$ cat src/rtl/car_seq_if.sv
// Bus between the microcode control path and the CAR sequencer.
// The master drives the decoder and microword fields; the slave returns the CAR and status.
interface car_seq_if #(
    parameter int unsigned CAR_BITS = 6
);
    logic [CAR_BITS-1:0] car_dec;
    logic                iw_valid;
    logic [1:0]          u_ctl;
    logic [CAR_BITS-1:0] u_next;
    logic                cond;
    logic                stall;
    logic                irq;
    logic [CAR_BITS-1:0] car;
    logic                ir_load;
    logic                int_ack;
    logic                waiting;
    logic [3:0]          step;

    modport master (
        output car_dec, iw_valid, u_ctl, u_next, cond, stall, irq,
        input  car, ir_load, int_ack, waiting, step
    );

    modport slave (
        input  car_dec, iw_valid, u_ctl, u_next, cond, stall, irq,
        output car, ir_load, int_ack, waiting, step
    );
endinterface

$ cat src/rtl/car_sequencer.sv
// Microprogram sequencer owning the Control Address Register.
// It steps microcode by INC/JUMP/COND and dispatches to a new instruction or interrupt entry.
module car_sequencer #(
    parameter int unsigned         CAR_BITS  = 6,
    parameter logic [CAR_BITS-1:0] RESET_CAR = '0,
    parameter logic [CAR_BITS-1:0] INT_CAR   = 6'd62
) (
    input  logic      MCLK,
    input  logic      RST,
    car_seq_if.slave  bus
);
    localparam int unsigned STEP_BITS = 4;
    localparam logic [STEP_BITS-1:0] STEP_MAX = '1;

    typedef enum logic [1:0] {
        S_BOOT = 2'b00,
        S_RUN  = 2'b01,
        S_WAIT = 2'b10
    } state_e;

    typedef enum logic [1:0] {
        U_INC  = 2'b00,
        U_JUMP = 2'b01,
        U_COND = 2'b10,
        U_DISP = 2'b11
    } uctl_e;

    state_e               state_q, state_d;
    logic [CAR_BITS-1:0]  car_q, car_d;
    logic [STEP_BITS-1:0] step_q, step_d;
    logic                 ir_load_q, ir_load_d;
    logic                 int_ack_q, int_ack_d;
    logic                 waiting_q, waiting_d;

    logic [CAR_BITS-1:0]  car_inc_c;
    logic [STEP_BITS-1:0] step_inc_c;
    logic                 disp_ok_c;

    assign car_inc_c  = CAR_BITS'(car_q + CAR_BITS'(1));
    assign step_inc_c = (step_q == STEP_MAX) ? step_q : STEP_BITS'(step_q + STEP_BITS'(1));
    assign disp_ok_c  = bus.irq | bus.iw_valid;

    // Next-state, next-CAR and strobe decode
    always_comb begin
        state_d   = state_q;
        car_d     = car_q;
        step_d    = step_q;
        ir_load_d = 1'b0;
        int_ack_d = 1'b0;

        unique case (state_q)
            S_BOOT: begin
                car_d   = RESET_CAR;
                state_d = S_RUN;
            end
            S_RUN: begin
                if (!bus.stall) begin
                    unique case (uctl_e'(bus.u_ctl))
                        U_INC: begin
                            car_d  = car_inc_c;
                            step_d = step_inc_c;
                        end
                        U_JUMP: begin
                            car_d  = bus.u_next;
                            step_d = step_inc_c;
                        end
                        U_COND: begin
                            car_d  = bus.cond ? bus.u_next : car_inc_c;
                            step_d = step_inc_c;
                        end
                        U_DISP: begin
                            if (!disp_ok_c) state_d = S_WAIT;
                        end
                        default: ;
                    endcase
                end
            end
            S_WAIT: begin
                if (disp_ok_c) state_d = S_RUN;
            end
            default: begin
                state_d = S_BOOT;
                car_d   = RESET_CAR;
            end
        endcase

        // Shared dispatch resolution: interrupt beats a ready instruction word
        if (((state_q == S_RUN) && !bus.stall && (uctl_e'(bus.u_ctl) == U_DISP))
            || (state_q == S_WAIT)) begin
            if (bus.irq) begin
                car_d     = INT_CAR;
                int_ack_d = 1'b1;
                step_d    = '0;
            end else if (bus.iw_valid) begin
                car_d     = bus.car_dec;
                ir_load_d = 1'b1;
                step_d    = '0;
            end
        end

        waiting_d = (state_d == S_WAIT);
    end

    always_ff @(posedge MCLK) begin
        if (!RST) begin
            state_q   <= S_BOOT;
            car_q     <= RESET_CAR;
            step_q    <= '0;
            ir_load_q <= 1'b0;
            int_ack_q <= 1'b0;
            waiting_q <= 1'b0;
        end else begin
            state_q   <= state_d;
            car_q     <= car_d;
            step_q    <= step_d;
            ir_load_q <= ir_load_d;
            int_ack_q <= int_ack_d;
            waiting_q <= waiting_d;
        end
    end

    assign bus.car     = car_q;
    assign bus.step    = step_q;
    assign bus.ir_load = ir_load_q;
    assign bus.int_ack = int_ack_q;
    assign bus.waiting = waiting_q;
endmodule

$ cat src/flat_wrapper.sv
// flat-port wrapper written by rule: the top's interface ports become plain ports
module car_sequencer_flat 
#(
    parameter int unsigned         CAR_BITS  = 6,
    parameter logic [CAR_BITS-1:0] RESET_CAR = '0,
    parameter logic [CAR_BITS-1:0] INT_CAR   = 6'd62
)
  (MCLK, RST, bus_car_dec, bus_iw_valid, bus_u_ctl, bus_u_next, bus_cond, bus_stall, bus_irq, bus_car, bus_ir_load, bus_int_ack, bus_waiting, bus_step);
  car_seq_if #(.CAR_BITS(CAR_BITS)) bus_i ();
  input  logic MCLK;
  input  logic RST;
  input wire logic [$bits(bus_i.car_dec)-1:0] bus_car_dec;
  input wire logic [$bits(bus_i.iw_valid)-1:0] bus_iw_valid;
  input wire logic [$bits(bus_i.u_ctl)-1:0] bus_u_ctl;
  input wire logic [$bits(bus_i.u_next)-1:0] bus_u_next;
  input wire logic [$bits(bus_i.cond)-1:0] bus_cond;
  input wire logic [$bits(bus_i.stall)-1:0] bus_stall;
  input wire logic [$bits(bus_i.irq)-1:0] bus_irq;
  output wire logic [$bits(bus_i.car)-1:0] bus_car;
  output wire logic [$bits(bus_i.ir_load)-1:0] bus_ir_load;
  output wire logic [$bits(bus_i.int_ack)-1:0] bus_int_ack;
  output wire logic [$bits(bus_i.waiting)-1:0] bus_waiting;
  output wire logic [$bits(bus_i.step)-1:0] bus_step;
  assign bus_i.car_dec = bus_car_dec;
  assign bus_i.iw_valid = bus_iw_valid;
  assign bus_i.u_ctl = bus_u_ctl;
  assign bus_i.u_next = bus_u_next;
  assign bus_i.cond = bus_cond;
  assign bus_i.stall = bus_stall;
  assign bus_i.irq = bus_irq;
  assign bus_car = bus_i.car;
  assign bus_ir_load = bus_i.ir_load;
  assign bus_int_ack = bus_i.int_ack;
  assign bus_waiting = bus_i.waiting;
  assign bus_step = bus_i.step;
  car_sequencer #(.CAR_BITS(CAR_BITS), .RESET_CAR(RESET_CAR), .INT_CAR(INT_CAR)) u_core (.MCLK(MCLK), .RST(RST), .bus(bus_i));
endmodule
$ cat config.mk
export PLATFORM = sky130hd
export DESIGN_NAME = car_sequencer_flat
export DESIGN_NICKNAME = d
export VERILOG_FILES = /design/src/rtl/car_seq_if.sv /design/src/rtl/car_sequencer.sv /design/src/flat_wrapper.sv
export SDC_FILE = /design/constraint.sdc
export NUM_CORES = 1
export LEC_CHECK = 0
export BUFFER_PORTS_ARGS = -buffer_cell sky130_fd_sc_hd__buf_4
export CORE_UTILIZATION = 50
export CTS_CLUSTER_DIAMETER = 60
export DETAILED_ROUTE_END_ITERATION = 8
export MAX_ROUTING_LAYER = met4
export PLACE_DENSITY = 0.78
export RECOVER_POWER = 100
export SETUP_SLACK_MARGIN = 0.2
export SYNTH_ARGS = -nofsm -noshare
export SYNTH_HDL_FRONTEND = slang
export SYNTH_SLANG_ARGS = --single-unit
$ cat constraint.sdc
create_clock -name MCLK -period 1.9 [get_ports MCLK]
set_clock_uncertainty 0.1 [all_clocks]
set_input_delay 0.285 -clock MCLK [delete_from_list [all_inputs] [get_ports MCLK]]
set_output_delay 0.285 -clock MCLK [all_outputs]
set_load 0.02 [all_outputs]
# --- After elaboration in Yosys (flattened, before gate mapping) ---
# Index checks and enable logic that the tools add are counted.
word_totals:
  regBits: 15
  latch_bits: 0
  mem_bits_rw: 0
  rom_bits: 0
  in_bits: 20
  output_inout_bits: 13
  word_cells: 48
  mem_count: 0
op_classes:
  add_sub_neg: 2
  n_mul: 0
  n_div: 0
  order_cmp: 0
  eq_ne: 7
  shift: 0
  mux: 21
  n_bitwise: 3
  reduce_logical: 9
op_table:
  columns: ["operator", "n"]
  rows:
  - ["$mux W6", 5]
  - ["$mux W4", 7]
  - ["$pmux W6 S3", 1]
  - ["$pmux W6 S2", 1]
  - ["$eq A2 B2 Y1 const B", 4]
  - ["$mux W2", 4]
  - ["$add A6 B1 Y6 const B", 1]
  - ["$pmux W2 S3", 1]
  - ["$reduce_or A3 Y1", 2]
  - ["$add A4 B1 Y4 const B", 1]
  - ["$eq A2 B1 Y1 const B", 2]
  - ["$eq A4 B4 Y1 const B", 1]
  - ["$logic_not A2 Y1", 2]
  - ["$logic_and A1 B1 Y1", 2]
  - ["$mux W1", 2]
  - ["$not A1 Y1", 2]
  - ["$reduce_and A2 Y1", 1]
  - ["$logic_not A1 Y1", 1]
  - ["$logic_or A1 B1 Y1", 1]
  - ["$or A1 B1 Y1", 1]

# --- Longest topological paths before layout ---
depth:
  depth_word: 8
  ltp_mapped: 7
  mapped_depth_nobuf: 6

# --- Least setup slack after synthesis ---
# No wires, ideal clock.
synth_timing:
  path_kind: "reg-to-reg"
  from: "register u_core.car_q[0], in the netlist u_core.bus.car[0]"
  to: "register u_core.car_q[1], in the netlist u_core.bus.car[1]"
  setup_time_ns: 0.128
  t_arrival_ns: 1.536
  t_required_ns: 1.672
  path_slack_ns: 0.136
  stages_incl_launch_ff: 6
  path_buffers: 0
  synth_period_minus_slack_ns: 1.764
  cell_sequence: "dfxtp_1 -> ha_1 -> mux2_1 -> o21a_1 -> a222oi_1 -> o22ai_1"
synth_between:
  elab_chain_cells: 8
synth_lines:
  columns: ["item", "line", "rtl"]
  rows:
  - ["start, declared", "car_sequencer.sv:29", "logic [CAR_BITS-1:0] car_q, car_d;"]
  - ["start signal, assigned", "car_sequencer.sv:114", "car_q <= car_d;"]
  - ["$add A6 B1 Y6 (*)", "car_sequencer.sv:39", "assign car_inc_c = CAR_BITS'(car_q + CAR_BITS'(1));"]
  - ["$mux W6", "car_sequencer.sv:68", "car_d = bus.cond ? bus.u_next : car_inc_c;"]
  - ["$pmux W6 S3 (*)", "car_sequencer.sv:58", "unique case (uctl_e'(bus.u_ctl))"]
  - ["$mux W6 (*)", "car_sequencer.sv:57", "if (!bus.stall) begin"]
  - ["$pmux W6 S2 (*)", "car_sequencer.sv:51", "unique case (state_q)"]
  - ["$mux W6", "car_sequencer.sv:94", "end else if (bus.iw_valid) begin"]
  - ["$mux W6", "car_sequencer.sv:90", "if (bus.irq) begin"]
  - ["$mux W6 (*)", "car_sequencer.sv:88", "if (((state_q == S_RUN) && !bus.stall && (uctl_e'(bus.u_ctl) == U_DISP))"]
# Every way passes the cells marked *; elsewhere a longest branch is shown, timed or not.
# A chain may end at the register's enable or synchronous reset.

# --- Worst setup path after layout ---
layout_timing:
  from: "register u_core.car_q[1], in the netlist u_core.bus.car[1]"
  to: "register u_core.car_q[1], in the netlist u_core.bus.car[1]"
layout_between:
  elab_chain_cells: 8
layout_lines:
  columns: ["item", "line"]
  rows:
  - ["$add A6 B1 Y6", "car_sequencer.sv:39"]
  - ["$mux W6", "car_sequencer.sv:68"]
  - ["$pmux W6 S3", "car_sequencer.sv:58"]
  - ["$mux W6", "car_sequencer.sv:57"]
  - ["$pmux W6 S2 (*)", "car_sequencer.sv:51"]
  - ["$mux W6", "car_sequencer.sv:94"]
  - ["$mux W6", "car_sequencer.sv:90"]
  - ["$mux W6 (*)", "car_sequencer.sv:88"]
# Marked as above.

==> results.py <==
metrics = {
    "clocking": {
        "htree_levels": 1,
        "clockRootBuffer": "clkbuf_4",
        "numCtsBuffers": 3,
        "tritoncts": "built",
        "clk_latency_ns": 0.29,
        "cts_sinks": 15,
        "clk_pin_slew_ns": 0.10,
        "clk_path_buf_depth": 2,
    },
    "job": {
        "maxCapViolations": 0,
    },
    "critical_path": {
        "crit_path_start_kind": "flip-flop",
        "arrival_ns": 1.83,
        "worstSetupEndpointType": "flip-flop",
        "path_max_fanout": 5,
        "cp.required_ns": 1.97,
        "r2r_end": "u_core.bus.car[1]",
        "worstRegToRegCells": 5,
        "path_class": "flip-flop to flip-flop",
        "timing.rr.start": "u_core.bus.car[1]",
        "r2r_slack_ns": 0.14,
    },
    "place": {
        "port_buffers": 32,
        "dp_hpwl_um": 1967,
        "gp_congestion": 0.8466,
    },
    "synthesis": {
        "synth_warnings": 0,
        "synth_nets": 156,
        "synth_seq_cells": 15,
        "async_flop_share": 0,
        "yosysSeqAreaShare": 0.2791,
        "synth_cell_types": 48,
        "synth_top_flop_cell": "dfxtp_1",
        "synth.avg_cell_area_um2": 8.277,
        "synthCells": 130,
        "synth_edf_count": 0,
        "synthesis.area_um2": 1076,
    },
    "hold_path": {
        "hold_path_end": "u_core.bus.ir_load",
        "min_from": "bus_irq",
        "hp-class": "input pin to flip-flop",
        "min_path_cells": 2,
    },
    "timing": {
        "worst_slew_pin_slew_ns": 0.4245,
        "fin_tns_setup_ns": 0,
        "hold_viol_final": 0,
        "layout_worst_path_cycle_share": 0.9243,
        "slew_headroom": 0.7170,
        "drv_slew": 0,
        "timing.hold.ws_ns": 0.1390,
        "fmax_mhz": 569.4,
        "rsz0062_at_grt": "yes",
        "finalSetupViolations": 0,
        "fin_crit_ns": 1.756,
    },
    "power_and_ir_drop": {
        "p_clk_frac": 0.276,
        "power_density_nw_per_um2": 506.2,
        "p_seq_frac": 0.485,
        "p_int_w": 0.0004769,
        "ir_drop_v": 0.0004048,
        "power.total_w": 0.0006827,
        "p_leak_nw": 0.5773,
        "switching_share": 0.3014,
        "comb_power_share": 0.239,
        "switching_power_w": 0.0002058,
    },
    "routing": {
        "drc": 0,
        "vias": 1141,
        "first_pass_iters": 4,
        "via_per_inst": 5.974,
        "wl_per_cell_um": 13.90,
        "routed_wl_um": 2654,
        "initialDrtViolationCount": 39,
        "ant_nets": 0,
    },
    "floorplan": {
        "coreArea_um2": 2002,
        "rows": 16,
        "fp.dieH_um": 48.39,
        "start_util": 0.5375,
        "die_area_um2": 2342,
        "io_pins": 33,
        "die-width_um": 48.39,
    },
    "global_routing": {
        "grt_pass1_vias": 1032,
        "grt_max_degree": 16,
        "grt_overflow": 0,
        "grt_antenna_before_repair": 0,
        "grt_usage": 0.2415,
        "grt_pass1_wl_um": 4485,
    },
    "finish": {
        "multiInputGateArea_um2": 730.7,
        "seqCellArea_um2": 300.3,
        "fin_nets": 191,
        "fill_cells": 202,
        "areaGrowthSynthToFinish_pct": 25.35,
        "num_antenna_cells": 0,
        "drive_gt1_frac": 0.2500,
    },
    "status": {
        "status": "finished clean",
    },
}
cell type report:
cell class,instances,area share
Sequential cell,15,0.2226
Clock inverter,1,0.003711
Multi-Input combinational cell,102,0.5417
Tap cell,27,0.02505
Timing Repair Buffer,37,0.1735
Inverter,6,0.01670
Clock buffer,3,0.01670
synthesized netlist by cell type, types with 2 or more instances:
cell      count  area (µm²)
o21ai_0       8       40.04
and3_1        2       12.51
dfxtp_1      15       300.3
a22o_1        2       17.52
o211ai_1      4       30.03
ha_1          6       75.07
nand3_1       7       35.03
buf_4         2       15.01
a21oi_2       2       17.52
clkbuf_1      4       15.01
mux2i_1       2       20.02
o21a_1        2       15.01
nand2_1       4       15.01
and4_1        2       17.52
a32oi_1       2       17.52
nor2_1       11       41.29
nand4b_1      2       17.52
nor3_1        2       10.01
inv_1         6       22.52
a31oi_1       3       18.77
o221ai_1      2       17.52
nand2b_1      2       12.51
and3b_1       2       17.52
a21oi_1       6       30.03
o21bai_1      2       15.01
a21o_1        5       37.54
a211oi_1      2       15.01
power by group through the flow:
stage | Clock, W | Sequential, W | Combinational, W
global placement | 0 | 0.000339 | 0.000157
floorplan | 0 | 0.000344 | 0.0000935
global route | 0.000204 | 0.000332 | 0.000179
finish | 0.000188 | 0.000331 | 0.000163
detailed placement | 0 | 0.000340 | 0.000159
CTS | 0.000191 | 0.000330 | 0.000162
layer usage:
metal  vias to the layer above  part of all wire  global-route usage
met5                         -                 0                   -
met3                         5             0.039             0.01887
met1                       532              0.48              0.3346
li1                        569                 -                   -
met2                        35              0.47              0.3779
met4                         0             0.011             0.06863
worst max-delay path by stage:
| stage | from | end | cells past startpoint |
|---|---|---|---|
| final | u_core.bus.car[1] | u_core.bus.car[1] | 5 |
| after global routing | u_core.bus.car[1] | u_core.bus.car[1] | 5 |
| after CTS | u_core.state_q[0] | u_core.bus.car[3] | 6 |
| after detailed placement | u_core.state_q[0] | u_core.bus.car[3] | 6 |
| after global placement | u_core.bus.car[0] | u_core.bus.car[1] | 5 |
| after floorplan | u_core.bus.car[0] | u_core.bus.car[1] | 5 |
state kept, by name, indices dropped and copies added, names as in the netlist:
| signal | count |
|---|---|
| u_core.bus.car | 6 |
| u_core.bus.step | 4 |
| u_core.state_q | 2 |
| u_core.bus.int_ack | 1 |
| u_core.bus.ir_load | 1 |
| u_core.bus.waiting | 1 |
per-stage QoR:
step	area, µm²	worst slack (ns)	utilization	cells
after detailed placement	1333	0.1088	0.6656	184
after global routing	1349	0.1066	0.6738	191
after floorplan	1079	0.2595	-	130
after CTS	1385	0.1893	0.6919	189
after global placement	1333	0.2072	0.6656	184
final	1349	0.1438	0.6738	191
worst max-delay path, stage by stage, from the launching register on:
cell      delay [ns]
dfxtp_1         0.42
ha_1            0.28
mux2_4          0.27
o21a_1          0.16
a222oi_1        0.27
o22ai_1         0.13
cells by family after synthesis:
| group | Yosys count | synth area share |
|---|---|---|
| AND/OR/NAND/NOR | 40 | 0.2140 |
| buffers and inverters | 13 | 0.05347 |
| flip-flops | 15 | 0.2791 |
| multiplexers | 4 | 0.03953 |
| XOR/XNOR | 1 | 0.008141 |
| AO/OA/AOI/OAI | 51 | 0.3361 |
| adder cells (fa/ha/maj) | 6 | 0.06977 |
layout by cell type (no fill, tap or decap), drive strengths merged, types with 3 or more instances in the layout:
cell / count
a21o: 5
o21ai: 10
nand2: 4
inv: 6
buf: 25
ha: 6
dfxtp: 15
a31oi: 3
nor2: 11
a21oi: 8
nand3: 7
o211ai: 4
clkbuf: 15
what timing repair did:
action | 4_1_cts | 5_1_grt
setup endpoints to repair | 3 | 11
resized for setup | 4 | 10
setup buffers | 1 | 2
hold buffers | 0 | 0
pin swaps | 2 | 4
No activity file was read; power rests on OpenSTA's default activity.
